$ cat config.mk
export PLATFORM = sky130hd
export DESIGN_NAME = crc_frame_tx
export DESIGN_NICKNAME = d
export VERILOG_FILES = /design/src/rtl/crc_net_pkg.sv /design/src/rtl/crc8_serial.sv /design/src/rtl/crc_frame_tx.sv
export SDC_FILE = /design/constraint.sdc
export NUM_CORES = 1
export LEC_CHECK = 0
export BUFFER_PORTS_ARGS = -buffer_cell sky130_fd_sc_hd__buf_2
export CAP_MARGIN = 20
export CORE_MARGIN = 1.5
export CORE_UTILIZATION = 43
export DETAILED_ROUTE_END_ITERATION = 16
export PLACE_DENSITY = 0.73
export SYNTH_ARGS = -nofsm -noshare
export SYNTH_HDL_FRONTEND = slang
export SYNTH_HIERARCHICAL = 1
export SYNTH_SLANG_ARGS = --single-unit
$ cat constraint.sdc
create_clock -name clk -period 2.3 [get_ports clk]
set_input_delay 0.345 -clock clk [delete_from_list [all_inputs] [get_ports clk]]
set_output_delay 0.345 -clock clk [all_outputs]
set_load 0.1 [all_outputs]
$ cat src/rtl/crc_net_pkg.sv
// Shared definitions for the CRC-8 framed serial link (transmitter and receiver):
// FSM states, framing constants and header field layout.
package crc_net_pkg;

    typedef enum logic [2:0] {
        IDLE  = 3'd0,
        START = 3'd1,
        HDR   = 3'd2,
        PAY   = 3'd3,
        CRC   = 3'd4,
        GAP   = 3'd5
    } tx_state_e;

    localparam logic [7:0] START_BYTE = 8'hA5;
    localparam logic [7:0] CRC8_POLY  = 8'h07;

    localparam int DEST_W = 2;
    localparam int SRC_W  = 2;
    localparam int LEN_W  = 4;

    function automatic logic [7:0] make_hdr(input logic [DEST_W-1:0] dest,
                                            input logic [SRC_W-1:0]  src,
                                            input logic [LEN_W-1:0]  len);
        return {dest, src, len};
    endfunction

endpackage

$ cat src/rtl/crc8_serial.sv
// Bit-serial CRC-8 (polynomial from crc_net_pkg, init 0, MSB first); shared by TX and RX.
module crc8_serial
    import crc_net_pkg::*;
(
    input  logic       clk,
    input  logic       rst_n,
    input  logic       clr,
    input  logic       en,
    input  logic       bit_in,
    output logic [7:0] crc
);

    logic [7:0] crc_q;
    logic [7:0] crc_d;
    logic       feedback;

    always_comb begin
        feedback = crc_q[7] ^ bit_in;
        crc_d    = crc_q;
        if (clr) begin
            crc_d = 8'h00;
        end else if (en) begin
            crc_d = {crc_q[6:0], 1'b0} ^ (feedback ? CRC8_POLY : 8'h00);
        end
    end

    // NOTE: sequential state uses non-blocking assignments so every flop samples pre-edge values.
    always_ff @(posedge clk or negedge rst_n) begin
        if (!rst_n) begin
            crc_q <= 8'h00;
        end else begin
            crc_q <= crc_d;
        end
    end

    assign crc = crc_q;

endmodule

$ cat src/rtl/crc_frame_tx.sv
// Framed serial transmitter: START, HDR, payload, CRC-8, idle gap; MSB first, idle high.
// Optional CRC fault injection (crc_corrupt port) is enabled by defining CRC_TX_FAULT_INJECT_EN.
module crc_frame_tx
    import crc_net_pkg::*;
#(
    parameter int CLKS_PER_BIT = 16,
    parameter int GAP_BITS     = 8
)(
    input  logic         clk,
    input  logic         rst_n,
    input  logic         tx_start,
    input  logic [127:0] tx_data,
    input  logic [3:0]   tx_len,
    input  logic [1:0]   tx_dest_id,
    input  logic [1:0]   my_id,
`ifdef CRC_TX_FAULT_INJECT_EN
    input  logic         crc_corrupt,
`endif
    output logic         tx_serial,
    output logic         tx_busy,
    output logic         tx_done
);

    localparam logic [7:0] CPB_LAST = 8'(CLKS_PER_BIT - 1);
    localparam logic [7:0] GAP_LAST = 8'(GAP_BITS - 1);

    tx_state_e    state_q, state_d;
    logic [7:0]   clk_cnt_q, clk_cnt_d;
    logic [7:0]   bit_cnt_q, bit_cnt_d;
    logic [3:0]   byte_cnt_q, byte_cnt_d;
    logic [7:0]   shift_q, shift_d;
    logic [127:0] data_q, data_d;
    logic [3:0]   len_q, len_d;
    logic [1:0]   dest_q, dest_d;
    logic [1:0]   src_q, src_d;
    logic         serial_q, serial_d;
    logic         busy_q, busy_d;
    logic         done_q, done_d;
    logic         accept;
    logic [7:0]   crc_val;
    logic [7:0]   crc_mask;
    logic         bit_end;
    logic         byte_end;

`ifdef CRC_TX_FAULT_INJECT_EN
    logic corrupt_q, corrupt_d;

    always_comb begin
        corrupt_d = corrupt_q;
        if (accept) begin
            corrupt_d = crc_corrupt;
        end
    end

    always_ff @(posedge clk or negedge rst_n) begin
        if (!rst_n) begin
            corrupt_q <= 1'b0;
        end else begin
            corrupt_q <= corrupt_d;
        end
    end

    assign crc_mask = {7'd0, corrupt_q};
`else
    assign crc_mask = 8'h00;
`endif

    assign accept   = (state_q == IDLE) && tx_start;
    assign bit_end  = (clk_cnt_q == CPB_LAST);
    assign byte_end = (bit_cnt_q == 8'd7);

    // Each HDR/PAY bit enters the CRC on the first clock of its bit period, so the
    // register already holds the final value when the FSM moves into CRC.
    crc8_serial u_crc (
        .clk    (clk),
        .rst_n  (rst_n),
        .clr    (accept),
        .en     ((state_q == HDR || state_q == PAY) && clk_cnt_q == 8'd0),
        .bit_in (shift_q[7]),
        .crc    (crc_val)
    );

    // NOTE: every always_comb output gets a default first, so no path can infer a latch.
    always_comb begin
        state_d    = state_q;
        clk_cnt_d  = clk_cnt_q;
        bit_cnt_d  = bit_cnt_q;
        byte_cnt_d = byte_cnt_q;
        shift_d    = shift_q;
        data_d     = data_q;
        len_d      = len_q;
        dest_d     = dest_q;
        src_d      = src_q;
        done_d     = 1'b0;

        if (state_q == IDLE) begin
            if (tx_start) begin
                data_d    = tx_data;
                len_d     = tx_len;
                dest_d    = tx_dest_id;
                src_d     = my_id;
                clk_cnt_d = 8'd0;
                bit_cnt_d = 8'd0;
                shift_d   = START_BYTE;
                state_d   = START;
            end
        end else if (!bit_end) begin
            clk_cnt_d = clk_cnt_q + 8'd1;
        end else begin
            clk_cnt_d = 8'd0;
            bit_cnt_d = bit_cnt_q + 8'd1;
            shift_d   = {shift_q[6:0], 1'b0};
            case (state_q)
                START: if (byte_end) begin
                    bit_cnt_d = 8'd0;
                    shift_d   = make_hdr(dest_q, src_q, len_q);
                    state_d   = HDR;
                end
                HDR: if (byte_end) begin
                    bit_cnt_d = 8'd0;
                    if (len_q != 4'd0) begin
                        byte_cnt_d = 4'd0;
                        shift_d    = data_q[127:120];
                        data_d     = data_q << 8;
                        state_d    = PAY;
                    end else begin
                        shift_d = crc_val ^ crc_mask;
                        state_d = CRC;
                    end
                end
                PAY: if (byte_end) begin
                    bit_cnt_d = 8'd0;
                    if (byte_cnt_q == len_q - 4'd1) begin
                        shift_d = crc_val ^ crc_mask;
                        state_d = CRC;
                    end else begin
                        byte_cnt_d = byte_cnt_q + 4'd1;
                        shift_d    = data_q[127:120];
                        data_d     = data_q << 8;
                    end
                end
                CRC: if (byte_end) begin
                    bit_cnt_d = 8'd0;
                    state_d   = GAP;
                end
                GAP: if (bit_cnt_q == GAP_LAST) begin
                    bit_cnt_d = 8'd0;
                    done_d    = 1'b1;
                    state_d   = IDLE;
                end
                default: state_d = IDLE;
            endcase
        end

        busy_d   = (state_d != IDLE);
        serial_d = (state_d == IDLE || state_d == GAP) ? 1'b1 : shift_d[7];
    end

    // NOTE: the 128-bit payload register is reset too, so a fresh device never frames stale data.
    always_ff @(posedge clk or negedge rst_n) begin
        if (!rst_n) begin
            state_q    <= IDLE;
            clk_cnt_q  <= 8'd0;
            bit_cnt_q  <= 8'd0;
            byte_cnt_q <= 4'd0;
            shift_q    <= 8'd0;
            data_q     <= '0;
            len_q      <= 4'd0;
            dest_q     <= 2'd0;
            src_q      <= 2'd0;
            serial_q   <= 1'b1;
            busy_q     <= 1'b0;
            done_q     <= 1'b0;
        end else begin
            state_q    <= state_d;
            clk_cnt_q  <= clk_cnt_d;
            bit_cnt_q  <= bit_cnt_d;
            byte_cnt_q <= byte_cnt_d;
            shift_q    <= shift_d;
            data_q     <= data_d;
            len_q      <= len_d;
            dest_q     <= dest_d;
            src_q      <= src_d;
            serial_q   <= serial_d;
            busy_q     <= busy_d;
            done_q     <= done_d;
        end
    end

    assign tx_serial = serial_q;
    assign tx_busy   = busy_q;
    assign tx_done   = done_q;

endmodule

# After elaboration in Yosys (flattened, before gate mapping)
# Index checks and enable logic that the tools add are counted.
dict set report word_totals {
  register_bits 178
  inputBits 139
  output_inout_bits 3
  word_cells 105
}
dict set report classes {
  n_addsub 4
  eq_ne 18
  mux 48
  bitwise 3
  n_reduce_logical 18
}
# operator count
set ops {}
lappend ops {{128-bit two-way mux} 7}
lappend ops {{128-bit case mux with 2 select lines} 1}
lappend ops {{8-bit two-way mux} 17}
lappend ops {{3-bit two-way mux} 11}
lappend ops {{8-bit case mux with 3 select lines} 1}
lappend ops {{8-bit by 1-bit adder with 8-bit output, second input constant} 2}
lappend ops {{4-bit two-way mux} 4}
lappend ops {{3-bit case mux with 5 select lines} 1}
lappend ops {{7-bit AND reduction} 2}
lappend ops {{3-bit == test, second input constant} 3}
lappend ops {{3-bit != test, second input constant} 3}
lappend ops {{8-bit by 3-bit == test with 1-bit output, second input constant} 1}
lappend ops {{8-bit by 4-bit == test with 1-bit output, second input constant} 1}
lappend ops {{8-bit logical NOT} 1}
lappend ops {{2-bit != test, second input constant} 4}
lappend ops {{4-bit case mux with 2 select lines} 1}
lappend ops {{8-bit XOR} 1}
lappend ops {{3-bit by 2-bit == test with 1-bit output, second input constant} 2}
lappend ops {{3-bit logical NOT} 2}
lappend ops {{2-bit nonzero test} 3}
lappend ops {{3-bit nonzero test} 2}
lappend ops {{1-bit two-way mux} 5}
lappend ops {{5-bit OR reduction} 1}
lappend ops {{4-bit by 1-bit adder with 4-bit output, second input constant} 1}
lappend ops {{other kinds (11)} 14}

# Depth between registers and ports, before layout
dict set report depth {
  word_depth 10
  ltp_mapped 11
  depth_no_buf 8
}

# Modules after synthesis
# Netlist, hierarchy kept.
# module n_inst cells_per_inst area_each_um2 seq_area_each_um2
set by_module_without_submodules {}
lappend by_module_without_submodules {crc_frame_tx 1 959 8144.1 4255.3}
lappend by_module_without_submodules {crc8_serial 1 32 372.9 200.2}

# Least setup slack after synthesis
# Ideal clock, no wire load.
dict set report synth_timing {
  path_kind {register to register}
  startpoint {register clk_cnt_q[0]}
  endpoint {register busy_q, in the netlist tx_busy}
  setup_ps 131
  arrival_time_ps 2008
  setup_slack_ps 161
  path_stages_with_launch 10
  synth_period_minus_slack_ps 2139
  cell_sequence {dfrtp_1 ha_1 and3_1 clkbuf_1 and2_1 buf_2 nand3_1 and3_1 or2_1 or3_1}
}
dict set report synth_via {
  elab_chain_len 4
}
# item line_no
set synth_lines {}
lappend synth_lines {{from (decl)} crc_frame_tx.sv:28} ;# logic [7:0] clk_cnt_q, clk_cnt_d;
lappend synth_lines {{from (signal assigned)} crc_frame_tx.sv:176} ;# clk_cnt_q <= clk_cnt_d;
lappend synth_lines {{8-bit by 4-bit == test with 1-bit output} crc_frame_tx.sv:69} ;# assign bit_end = (clk_cnt_q == CPB_LAST);
lappend synth_lines {{3-bit two-way mux} crc_frame_tx.sv:107} ;# end else if (!bit_end) begin
lappend synth_lines {{3-bit two-way mux} crc_frame_tx.sv:96} ;# if (state_q == IDLE) begin
lappend synth_lines {{net state_d[2]} crc_frame_tx.sv:27} ;# tx_state_e state_q, state_d;
lappend synth_lines {{3-bit nonzero test} crc_frame_tx.sv:155} ;# busy_d = (state_d != IDLE);
lappend synth_lines {{net busy_d} crc_frame_tx.sv:37} ;# logic busy_q, busy_d;
lappend synth_lines {{to (signal assigned)} crc_frame_tx.sv:185} ;# busy_q <= busy_d;
lappend synth_lines {{to (decl)} crc_frame_tx.sv:37}
# The timed path passes the listed nets, and every way through them passes these cells.
# A chain may end at the register's enable or synchronous reset.

# Worst setup path in the final report
dict set report layout_timing {
  startpoint {register len_q[1]}
  endpoint {register shift_q[2]}
}
dict set report layout_via {
  elab_chain_len 7
  elab_cells_between_ends 10
  classes_between {add/sub (1); eq/ne (1); mux (7); reduce/logical (1)}
}
# item line_no
set layout_lines {}
lappend layout_lines {{from (decl)} crc_frame_tx.sv:33} ;# logic [3:0] len_q, len_d;
lappend layout_lines {{from (signal assigned)} crc_frame_tx.sv:181} ;# len_q <= len_d;
lappend layout_lines {{4-bit by 1-bit subtractor with 4-bit output} crc_frame_tx.sv:133} ;# if (byte_cnt_q == len_q - 4'd1) begin
lappend layout_lines {{4-bit == test} crc_frame_tx.sv:133}
lappend layout_lines {{8-bit two-way mux} crc_frame_tx.sv:133}
lappend layout_lines {{8-bit two-way mux} crc_frame_tx.sv:131} ;# PAY: if (byte_end) begin
lappend layout_lines {{8-bit case mux with 3 select lines *} crc_frame_tx.sv:113} ;# case (state_q)
lappend layout_lines {{8-bit two-way mux *} crc_frame_tx.sv:107}
lappend layout_lines {{8-bit two-way mux *} crc_frame_tx.sv:96}
lappend layout_lines {{to (signal assigned)} crc_frame_tx.sv:179} ;# shift_q <= shift_d;
lappend layout_lines {{to (decl)} crc_frame_tx.sv:31} ;# logic [7:0] shift_q, shift_d;
# Every way passes the cells marked *; elsewhere a longest branch is shown, timed or not. The select of a mux whose other input is x is not followed.

==> results_tabular.tex <==
\begin{tabular}{lr}
\hline
Metric & Value \\
\hline
\multicolumn{2}{l}{\textbf{Worst setup path}} \\
\quad Required time at the endpoint of the critical path & approximately 2.6 ns \\
\quad Kind of critical path & reg -> reg \\
\quad Critical Path Sink Type & flop \\
\quad Kind of start point of the critical path & flop \\
\quad Critical Path Max Stage Delay & 0.38 ns \\
\quad Max FO, Critical Path & 8 \\
\quad Arrival time of the worst setup path & 2.53 ns \\
\quad CP Cell Sequence & inv\_1 > ha\_1 > xor3\_1 > nor3\_4 > a21boi\_2 > or2\_4 > a221oi\_1 > a21oi\_1 \\
\quad Critical-path top delay cell & dfrtp\_1 \\
\multicolumn{2}{l}{\textbf{Clock network}} \\
\quad TritonCTS Buffers & 17 \\
\quad \# H-tree levels & 4 \\
\quad \# clock sinks & 178 \\
\quad CTS max path bufs & 2 \\
\quad Clock network latency to the later pin of the worst-skew pair & 0.44 ns \\
\quad Clock transition at the registers of the reported paths & around 0.08 ns \\
\quad CTS Root Buffer Type & clkbuf\_16 \\
\quad CTS tree & yes \\
\multicolumn{2}{l}{\textbf{Hold path}} \\
\quad HP Class & in -> reg \\
\multicolumn{2}{l}{\textbf{Timing}} \\
\quad Worst-margin pin slew & approximately 0.75 ns \\
\quad Setup TNS & 0 ns \\
\quad Total count of max-transition violations in the final report & 0 \\
\quad Final Critical Period & 2.22 ns \\
\quad Max-slew headroom at the worst pin & 50.1\% \\
\quad Hold Fails Final Rpt & 0 \\
\quad Max Fclk & 451 MHz \\
\quad Final count of negative-setup-slack endpoints & 0 \\
\quad Worst slack on hold paths & 0.133 ns \\
\quad Clk\_skew & 0.0124 ns \\
\quad Final Worst Setup Slack & 0.0825 ns \\
\quad Part of the cycle the worst path needs & a little over nine tenths \\
\multicolumn{2}{l}{\textbf{Synth}} \\
\quad Synth top cells by count & nand2\_1, dfrtp\_1, nor2\_1 \\
\quad Net Count, Synth & about 1100 \\
\quad Total of warnings raised by yosys & 6 \\
\quad Number of enable-type register cells in the synthesized netlist & 0 \\
\quad Fraction of post-synthesis cell area in the top cell type by area & between 50\% and 60\% \\
\quad Cells after Synth & 991 \\
\quad Syn avg cell area & roughly 8.6 um2 \\
\quad Yosys reg bits & 178 \\
\quad Main synth FF type & dfrtp\_1 \\
\quad Number of distinct library cells after synthesis & a little under 60 \\
\quad Cell with the most instances after synthesis & nand2\_1 \\
\quad Synthesized area & 0.00852 mm2 \\
\quad Seq/Total Area, Yosys & roughly 52\% \\
\quad Biggest area contributors in the synthesized netlist & dfrtp\_1, nand2\_1, a31oi\_1 \\
\quad Yosys top cell by area & dfrtp\_1 \\
\quad Post-synthesis async set-or-reset flop share & 100\% \\
\multicolumn{2}{l}{\textbf{Place}} \\
\quad DP Wirelength & roughly 14000 um \\
\quad Placed cell count & 1365 \\
\quad Pre-CTS setup slack & around 0.035 ns \\
\quad I/O Buffers & roughly 140 \\
\quad Final GP Congestion & 0.856 \\
\multicolumn{2}{l}{\textbf{Global route}} \\
\quad Vias in the first global route & 7108 \\
\quad Maximum number of pins on one net before global-route repair & 96 \\
\quad Wire length of the first global-routing pass & 34200 um \\
\quad Antenna violations before repair & 1 \\
\quad Total congestion overflow after global routing & 0 \\
\quad Overall global routing resource usage & 21.0\% \\
\multicolumn{2}{l}{\textbf{Job}} \\
\quad Max Cap Viol & 0 \\
\multicolumn{2}{l}{\textbf{Finish}} \\
\quad Non-filler instance count after layout & 1404 \\
\quad Post-layout net count & 1271 \\
\quad Antenna diode count & 0 \\
\quad Synth-to-layout area growth & 21.7\% \\
\quad Layout cell share with drive strength beyond 1 & a little over a fifth \\
\multicolumn{2}{l}{\textbf{Pwr}} \\
\quad Power per standard cell area & between 500 and 600 mW/mm2 \\
\quad Maximum VDD drop & between 0.0004 and 0.0005 V \\
\quad Static leakage & 4.58 nW \\
\quad Overall power after layout & 6.18 mW \\
\multicolumn{2}{l}{\textbf{Floorplanning}} \\
\quad Row count & 51 \\
\quad Die width & 144 um \\
\quad Die Area & 0.0207 mm2 \\
\quad DIE HEIGHT & 144 um \\
\quad Area of the core & slightly below 0.02 mm2 \\
\quad Initial cell density of the core & a little over two fifths \\
\quad Boundary pin count & about 140 \\
\multicolumn{2}{l}{\textbf{Routing}} \\
\quad Number of vias in the routed layout & 7538 \\
\quad ANT nets after route & 0 \\
\quad Detailed Routing Iterations Pass 1 & 5 \\
\quad DRC violations left & 0 \\
\quad Drt first-iter violations & 532 \\
\quad Detail-routed via count per cell & 5.37 \\
\quad Final WL & 21200 um \\
\quad Average wire per cell in the routed design & 15.1 um \\
\multicolumn{2}{l}{\textbf{Status}} \\
\quad Status & finished clean \\
\hline
\end{tabular}
## layout make-up
class / instances / area [um2]
Clock buffer: 18 / 439
Clock inverter: 13 / 118
Fill cell: 1807 / 9100
Inverter: 15 / 56.3
Multi-Input combinational cell: 729 / 3750
Sequential cell: 178 / 4460
Tap cell: 265 / 332
Timing Repair Buffer: 186 / 1210
## stage by stage
| step | instance area, um2 | util, % |
|---|---|---|
| 2_1_floorplan | 8520 | - |
| 3_3_place_gp | 9640 | 49.5 |
| 3_5_place_dp | 9640 | 49.5 |
| 4_1_cts | 10200 | 52.4 |
| 5_1_grt | 10400 | 53.3 |
| 6_report | 10400 | 53.3 |
## power breakdown
part | switching [mW] | internal, mW
clock network | 1.33 | 1.45
registers | 0.0155 | 3.14
logic | 0.130 | 0.122
## state kept, by name, indices dropped and copies added, names as in the netlist
name and count:
clk_cnt_q 8, tx_serial 1, shift_q 8, dest_q 2
u_crc/crc 8, data_q 128, state_q 3, tx_busy 1
len_q 4, byte_cnt_q 4, src_q 2, bit_cnt_q 8
tx_done 1
## metal layers
layer | track usage [%] | vias to the layer above | part of all wire [%]
met5 | 0 | - | 0.061
met4 | 9.56 | 2 | 3.4
met3 | 4.33 | 61 | 4.7
met2 | 32.5 | 226 | 47
met1 | 28.2 | 3570 | 45
li1 | - | 3679 | -
## worst max-delay path, delay by kind of cell (launching register included)
kind                     cells  cell delay, ns
adder cells (fa/ha/maj)      1            0.18
buffers and inverters        1            0.09
AND/OR/NAND/NOR              2            0.60
XOR/XNOR                     1            0.27
AO/OA/AOI/OAI                3            0.59
flip-flops                   1            0.38
## kinds of logic (layout without fill, tap and decap cells)
| logic type | count (synthesis) | after routing | synth area share, % |
|---|---|---|---|
| simple gates | 483 | 484 | 23.7 |
| xor+xnor | 8 | 8 | 0.999 |
| buf+inv | 85 | 232 | 4.58 |
| mux | 12 | 12 | 1.50 |
| compound gates | 220 | 220 | 16.2 |
| flops | 178 | 178 | 52.3 |
| fa+ha+maj | 5 | 5 | 0.735 |
## final timing paths
kind	from	end	slack, ns	cells past startpoint
min reg2reg	bit_cnt_q[7]$_DFFE_PN0P_	bit_cnt_q[7]$_DFFE_PN0P_	0.50	1
min	tx_data[0]	data_q[0]$_DFFE_PN0P_	0.13	3
max reg2reg	len_q[1]$_DFFE_PN0P_	shift_q[2]$_DFFE_PN0P_	0.08	8
max in group asynchronous	rst_n	data_q[29]$_DFFE_PN0P_	1.19	3
max	len_q[1]$_DFFE_PN0P_	shift_q[2]$_DFFE_PN0P_	0.08	8
min in group asynchronous	rst_n	len_q[2]$_DFFE_PN0P_	0.43	2
## layout by cell type (no fill, tap or decap), types with 5 or more instances in the layout
master and n:
a21oi_1 6, a221oi_1 5, a31oi_1 122, and3_1 8
buf_12 8, buf_2 140, buf_4 33, clkbuf_16 18
dfrtp_1 177, ha_1 5, inv_1 14, mux2_2 6
mux2i_1 6, nand2_1 272, nand2b_1 5, nand3_1 17
nor2_1 143, nor2b_1 5, o21ai_0 39, o21ai_1 14
o31ai_1 5
## what timing repair did
action | CTS | global route
cloned | 0 | 2
gates resized for setup | 1 | 15
pin swaps | 0 | 5
setup buffers | 0 | 5
endpoints found under the hold margin | 46 | 0
hold buffers | 1 | 0
endpoints found under the setup margin | 1 | 132
No activity file was read; power rests on OpenSTA's default activity.
